`config.mk`:
```
export PLATFORM = sky130hd
export DESIGN_NAME = dual_input_debounce
export DESIGN_NICKNAME = d
export VERILOG_FILES = /design/src/rtl/dual_input_debounce.sv
export SDC_FILE = /design/constraint.sdc
export NUM_CORES = 1
export LEC_CHECK = 0
export CAP_MARGIN = 20
export CORE_AREA = 2 2 39 41
export DETAILED_ROUTE_END_ITERATION = 6
export DIE_AREA = 0 0 41 43
export HOLD_SLACK_MARGIN = 0.1
export PLACE_DENSITY = 0.62
export REMOVE_ABC_BUFFERS = 1
export SETUP_SLACK_MARGIN = 0.15
export SLEW_MARGIN = 20
export SYNTH_ARGS = -nofsm -noshare
export SYNTH_HDL_FRONTEND = slang
export SYNTH_SLANG_ARGS = --single-unit
```
`constraint.sdc`:
```
create_clock -name clk -period 1.6 [get_ports clk]
set_input_delay 0.16 -clock clk [delete_from_list [all_inputs] [get_ports clk]]
set_output_delay 0.16 -clock clk [all_outputs]
set_load 0.1 [all_outputs]
```
`src/rtl/dual_input_debounce.sv`:
```
// Two-channel key conditioner: per-channel 2-flop synchroniser plus a
// STABLE/CHECK debounce FSM, with a single change strobe for the output pair.
module dual_input_debounce #(
    parameter int DB_CYCLES = 4,
    parameter int CNT_W     = 3
) (
    input  logic clk,
    input  logic rstn,
    input  logic key1_raw,
    input  logic key2_raw,
    output logic x1,
    output logic x2,
    output logic chg
);
    typedef enum logic {
        STABLE = 1'b0,
        CHECK  = 1'b1
    } state_t;

    localparam logic [CNT_W-1:0] CNT_LAST = CNT_W'(DB_CYCLES - 1);

    logic [1:0] raw;
    logic [1:0] x_reg;
    logic [1:0] x_next;
    logic       chg_reg;

    assign raw = {key2_raw, key1_raw};

    generate
        for (genvar gi = 0; gi < 2; gi++) begin : g_chan
            logic                 s1_reg;
            logic                 s2_reg;
            state_t               state_reg;
            state_t               state_next;
            logic [CNT_W-1:0]     cnt_reg;
            logic [CNT_W-1:0]     cnt_next;
            logic                 x_ch_reg;
            logic                 x_ch_next;

            always_ff @(posedge clk) begin
                if (!rstn) begin
                    s1_reg <= 1'b0;
                    s2_reg <= 1'b0;
                end else begin
                    s1_reg <= raw[gi];
                    s2_reg <= s1_reg;
                end
            end

            always_ff @(posedge clk) begin
                if (!rstn) begin
                    state_reg <= STABLE;
                    cnt_reg   <= '0;
                    x_ch_reg  <= 1'b0;
                end else begin
                    state_reg <= state_next;
                    cnt_reg   <= cnt_next;
                    x_ch_reg  <= x_ch_next;
                end
            end

            always_comb begin
                state_next = state_reg;
                case (state_reg)
                    STABLE: begin
                        if (s2_reg != x_ch_reg && DB_CYCLES > 1)
                            state_next = CHECK;
                    end
                    CHECK: begin
                        if (s2_reg == x_ch_reg || cnt_reg == CNT_LAST)
                            state_next = STABLE;
                    end
                    default: state_next = STABLE;
                endcase
            end

            // Counter and level update; the level only moves on a confirmed run.
            always_comb begin
                cnt_next  = '0;
                x_ch_next = x_ch_reg;
                case (state_reg)
                    STABLE: begin
                        if (s2_reg != x_ch_reg) begin
                            if (DB_CYCLES == 1)
                                x_ch_next = s2_reg;
                            else
                                cnt_next = CNT_W'(1);
                        end
                    end
                    CHECK: begin
                        if (s2_reg != x_ch_reg) begin
                            if (cnt_reg == CNT_LAST)
                                x_ch_next = s2_reg;
                            else
                                cnt_next = cnt_reg + CNT_W'(1);
                        end
                    end
                    default: cnt_next = '0;
                endcase
            end
        end
    endgenerate

    assign x_reg  = {g_chan[1].x_ch_reg,  g_chan[0].x_ch_reg};
    assign x_next = {g_chan[1].x_ch_next, g_chan[0].x_ch_next};

    // One strobe per output edge, even when both channels move together.
    always_ff @(posedge clk) begin
        if (!rstn)
            chg_reg <= 1'b0;
        else
            chg_reg <= (x_next != x_reg);
    end

    assign x1  = x_reg[0];
    assign x2  = x_reg[1];
    assign chg = chg_reg;
endmodule

```
==> results.md <==
- The via count of the first global-routing pass was about 300.
- The most critical setup path has its startpoint at g_chan[1].cnt_reg[0].
- The number of library cell types mapped by synthesis is 19.
- The post-placement setup slack is around 0.32 ns.
- Counting stages on the worst path, the most repeated cell is sky130_fd_sc_hd__ha_1.
- Dividing the detail-routed wire length by the instance count gives between 9 and 10 um.
- The critical path required time is 1.76 ns.
- The overall power after layout is between 0.6 and 0.7 mW.
- Setup repair after global routing left no endpoint under its margin.
- The worst register-to-register path begins at g_chan[1].cnt_reg[0].
- The clock passes through at most 2 buffers.
- Once layout is complete, the utilization of the core stands at between 40% and 50%.
- The kind of launch point of the worst setup path is a flip-flop.
- The final worst slack is around 0.38 ns.
- The leakage power total is around 0.26 nW.
- The dominant cell type by area after synthesis is sky130_fd_sc_hd__dfxtp_1.
- The floorplan step defined a die boundary enclosing approximately 0.0018 mm2.
- Dividing the final minimum period by the clock period gives 76.4%.
- The number of core rows is 14.
- The longest individual stage delay on the worst path is 0.34 ns.
- Routability-driven placement finished with a final weighted congestion of approximately 0.77.
- The count of endpoints failing setup in the final report is 0.
- The power per cell area is slightly above 900 mW/mm2.
- Once layout is done, the placed cells without fillers occupy between 600 and 700 um2.
- The I/O pin total is 7.
- Traced cell by cell, the critical path runs through ha_1, ha_1, nand2_1, and3_1, a21boi_1.
- In the routed design, unresolved DRC markers number 0.
- The number of enable-type register cells in the synthesized netlist is 0.
- The post-synthesis instance total is a little under 50.
- Yosys printed 0 warnings.
- The run finished with clean final reports.
- Derived from the worst setup path, the maximum achievable clock frequency is just over 0.8 GHz.
- The first routing iteration left 11 violations.
- The remaining global-route overflow is 0.
- The clock root buffer is sky130_fd_sc_hd__clkbuf_4.
- Along the worst path, the maximum fanout reaches 5.
- The analysis attributes to net switching a power of 0.114 mW.
- The time the worst path needs with I/O delays and setup is roughly 1.2 ns.
- The pin count of the biggest net entering global routing is 11.
- After clock tree synthesis, the flow added hold-fix buffers numbering 0.
- CTS saw 15 sinks.
- The synthesized design devotes to its leading area cell type 56.7% of total area.
- The first global-routing pass estimated 1.12 mm of wire.
- The worst hold path begins at g_chan[1].cnt_reg[0].
- The number of nets with antenna violations after routing is 0.
- The number of flip-flops and latches in the synthesized netlist is 15.
- Detailed routing inserted a total of approximately 350 vias.
- In this run the number of H-tree levels came out at 1.
- The clock network latency to the later pin of the worst-skew pair is around 0.27 ns.
- In this run the register-to-register setup slack is between 0.3 and 0.4 ns.
- The synthesized area per cell is around 11 um2.
- The cell area after synthesis is 529 um2.
- The post-detailed-route via-to-cell ratio is 4.71.
- The actual transition at the worst max-transition pin is approximately 0.24 ns.
- Of the cells placed in the final design, the portion with a size suffix greater than 1 is 13.6%.
- The share of total power dissipated in sequential elements is a little under two thirds.
- The net count of the finished layout is between 60 and 70.
- The hold violation total from the final report came to 0.
- The number of optimization iterations in the first detailed-route pass is 4.
- STA classifies the critical path endpoint as a flip-flop.
- In this run the cell area measured after placement is 639 um2.
- The placeable core region is between 0.001 and 0.0015 mm2.
- TritonCTS built the clock tree.
- Between clock sinks in the finished design, the worst skew comes to between 0.0015 and 0.002 ns.
- The relative slew slack is 83.9%.
- On the final layout, the worst hold slack is between 0.4 and 0.5 ns.
- By instance count, the leading cell after synthesis is sky130_fd_sc_hd__dfxtp_1.
- The startpoint-to-endpoint class of the critical path is reg2reg.
- Cell internal power was estimated by the tool at roughly 0.49 mW.
- The register with the most flip-flops in the layout has 6 of them.
- After clock tree synthesis, the clock-pin slew on the worst setup and hold paths is about 0.08 ns.
- VDD sags by at most between 0.0007 and 0.0008 V.
- The share of the Yosys chip area taken by registers is roughly 57%.
- The type of the most critical hold path is reg2reg.
- Summed over all nets, the half-perimeter wirelength after detailed placement is 536 um.
- Counting instances in the post-synthesis netlist gives the leading cell types as sky130_fd_sc_hd__dfxtp_1 (15), sky130_fd_sc_hd__nand2_1 (5), sky130_fd_sc_hd__and2_1 (4), sky130_fd_sc_hd__ha_1 (4).
- The number of setup buffers added after CTS is 0.
- The number of antenna violations at the first check in global routing came to 0.
- The height of the die is 43 um.
- The number of pins exceeding their max-slew limit in the final report is 0.
- The width of the die is slightly above 40 um.
- Leaving out filler cells and counting taps, the final layout contains 75.
- After detailed routing, the total wire length is roughly 710 um.
- For this run, the leading register cell type out of synthesis is sky130_fd_sc_hd__dfxtp_1.
- Of the total power, the clock network draws 33.1%.
- The data arrival at the endpoint of the critical path is between 1 and 1.5 ns.
- The diode insertion count for antenna repair is 0.
- The area overhead of the layout relative to synthesis is 25.8%.
- The number of maximum-capacitance violations is 0.
- In the post-synthesis netlist, the biggest area contributors are sky130_fd_sc_hd__dfxtp_1 (57%), sky130_fd_sc_hd__ha_1 (9.5%), sky130_fd_sc_hd__and2_1 (4.7%).
- In this run the tool buffered the top-level ports with 6 buffer cells.
- The number of clock buffers added by TritonCTS is 3.
- Global routing consumed, over all layers together, about a tenth of the routing resources.
- For this run, asynchronously set or reset flops after synthesis account for 0%.
- The number of gates resized after CTS was 0.
- The final-layout setup total negative slack is 0 ns.
- Per report_power, the combinational group accounts for 3.1% of the total.
- The initial core utilization is about two fifths.
- Among all stages on the critical path, the largest delay is contributed by sky130_fd_sc_hd__dfxtp_1.
- The share of total power consumed by net switching is approximately a fifth.
- The number of placed instances with taps included is 71.
==> power groups by stage <==
stage	Sequential (mW)	Combinational, mW	Clock (mW)
after detailed placement	0.394	0.0187	0
after global placement	0.393	0.0187	0
final	0.385	0.0184	0.199
after CTS	0.385	0.0187	0.207
after global routing	0.386	0.0206	0.225
after floorplan	0.392	0.00839	0
==> routing by layer <==
| layer | wire, um | GRT usage (%) |
|---|---|---|
| met5 | 0 | 0 |
| met4 | 19 | 8.00 |
| met3 | 28 | 3.14 |
| met2 | 301 | 11.6 |
| met1 | 362 | 13.5 |
==> final timing paths <==
| path | end | depth (start not counted) |
|---|---|---|
| worst min-delay path | g_chan[1].cnt_reg[0] | 1 |
| worst min register to register | g_chan[1].cnt_reg[0] | 1 |
| worst max-delay path | g_chan[1].cnt_reg[0] | 5 |
| worst max register to register | g_chan[1].cnt_reg[0] | 5 |
==> placed cells by master (no fill, tap or decap) <==
master                            instances
sky130_fd_sc_hd__clkbuf_1                 1
sky130_fd_sc_hd__nor4b_2                  1
sky130_fd_sc_hd__nor3_1                   1
sky130_fd_sc_hd__inv_1                    3
sky130_fd_sc_hd__and3_1                   1
sky130_fd_sc_hd__o21ai_0                  1
sky130_fd_sc_hd__buf_12                   3
sky130_fd_sc_hd__a21boi_1                 1
sky130_fd_sc_hd__nand3_1                  3
sky130_fd_sc_hd__and3_2                   1
sky130_fd_sc_hd__nor2_1                   1
sky130_fd_sc_hd__nor3b_1                  1
sky130_fd_sc_hd__and2_1                   4
sky130_fd_sc_hd__o22ai_1                  1
sky130_fd_sc_hd__a21oi_1                  1
sky130_fd_sc_hd__dfxtp_1                 15
sky130_fd_sc_hd__a21boi_0                 2
sky130_fd_sc_hd__nand3b_1                 1
sky130_fd_sc_hd__clkdlybuf4s50_1          3
sky130_fd_sc_hd__xor2_1                   2
sky130_fd_sc_hd__ha_1                     4
sky130_fd_sc_hd__nand2_1                  5
sky130_fd_sc_hd__clkbuf_4                 3
==> cell type report <==
class	count	area [um2]
inverters	3	11.3
repair buffers	6	90.1
flip-flops and latches	15	300
multi-input cells	31	218
well taps	16	20.0
clock buffers	4	26.3
fillers	135	718
==> worst max-delay path: cells and delay by family, from the launching register on <==
family / cells / cell delay, ns
fa+ha+maj: 2 / 0.39
flops: 1 / 0.34
simple gates: 2 / 0.26
compound gates: 1 / 0.12
==> cells by family after synthesis <==
group	count (synthesis)	synth area share, %
adder cells (fa/ha/maj)	4	9.46
XOR/XNOR	2	3.31
buffers and inverters	3	2.13
flip-flops	15	56.7
AND/OR/NAND/NOR	19	21.0
AO/OA/AOI/OAI	6	7.33
(Power assumes the default switching activity.)
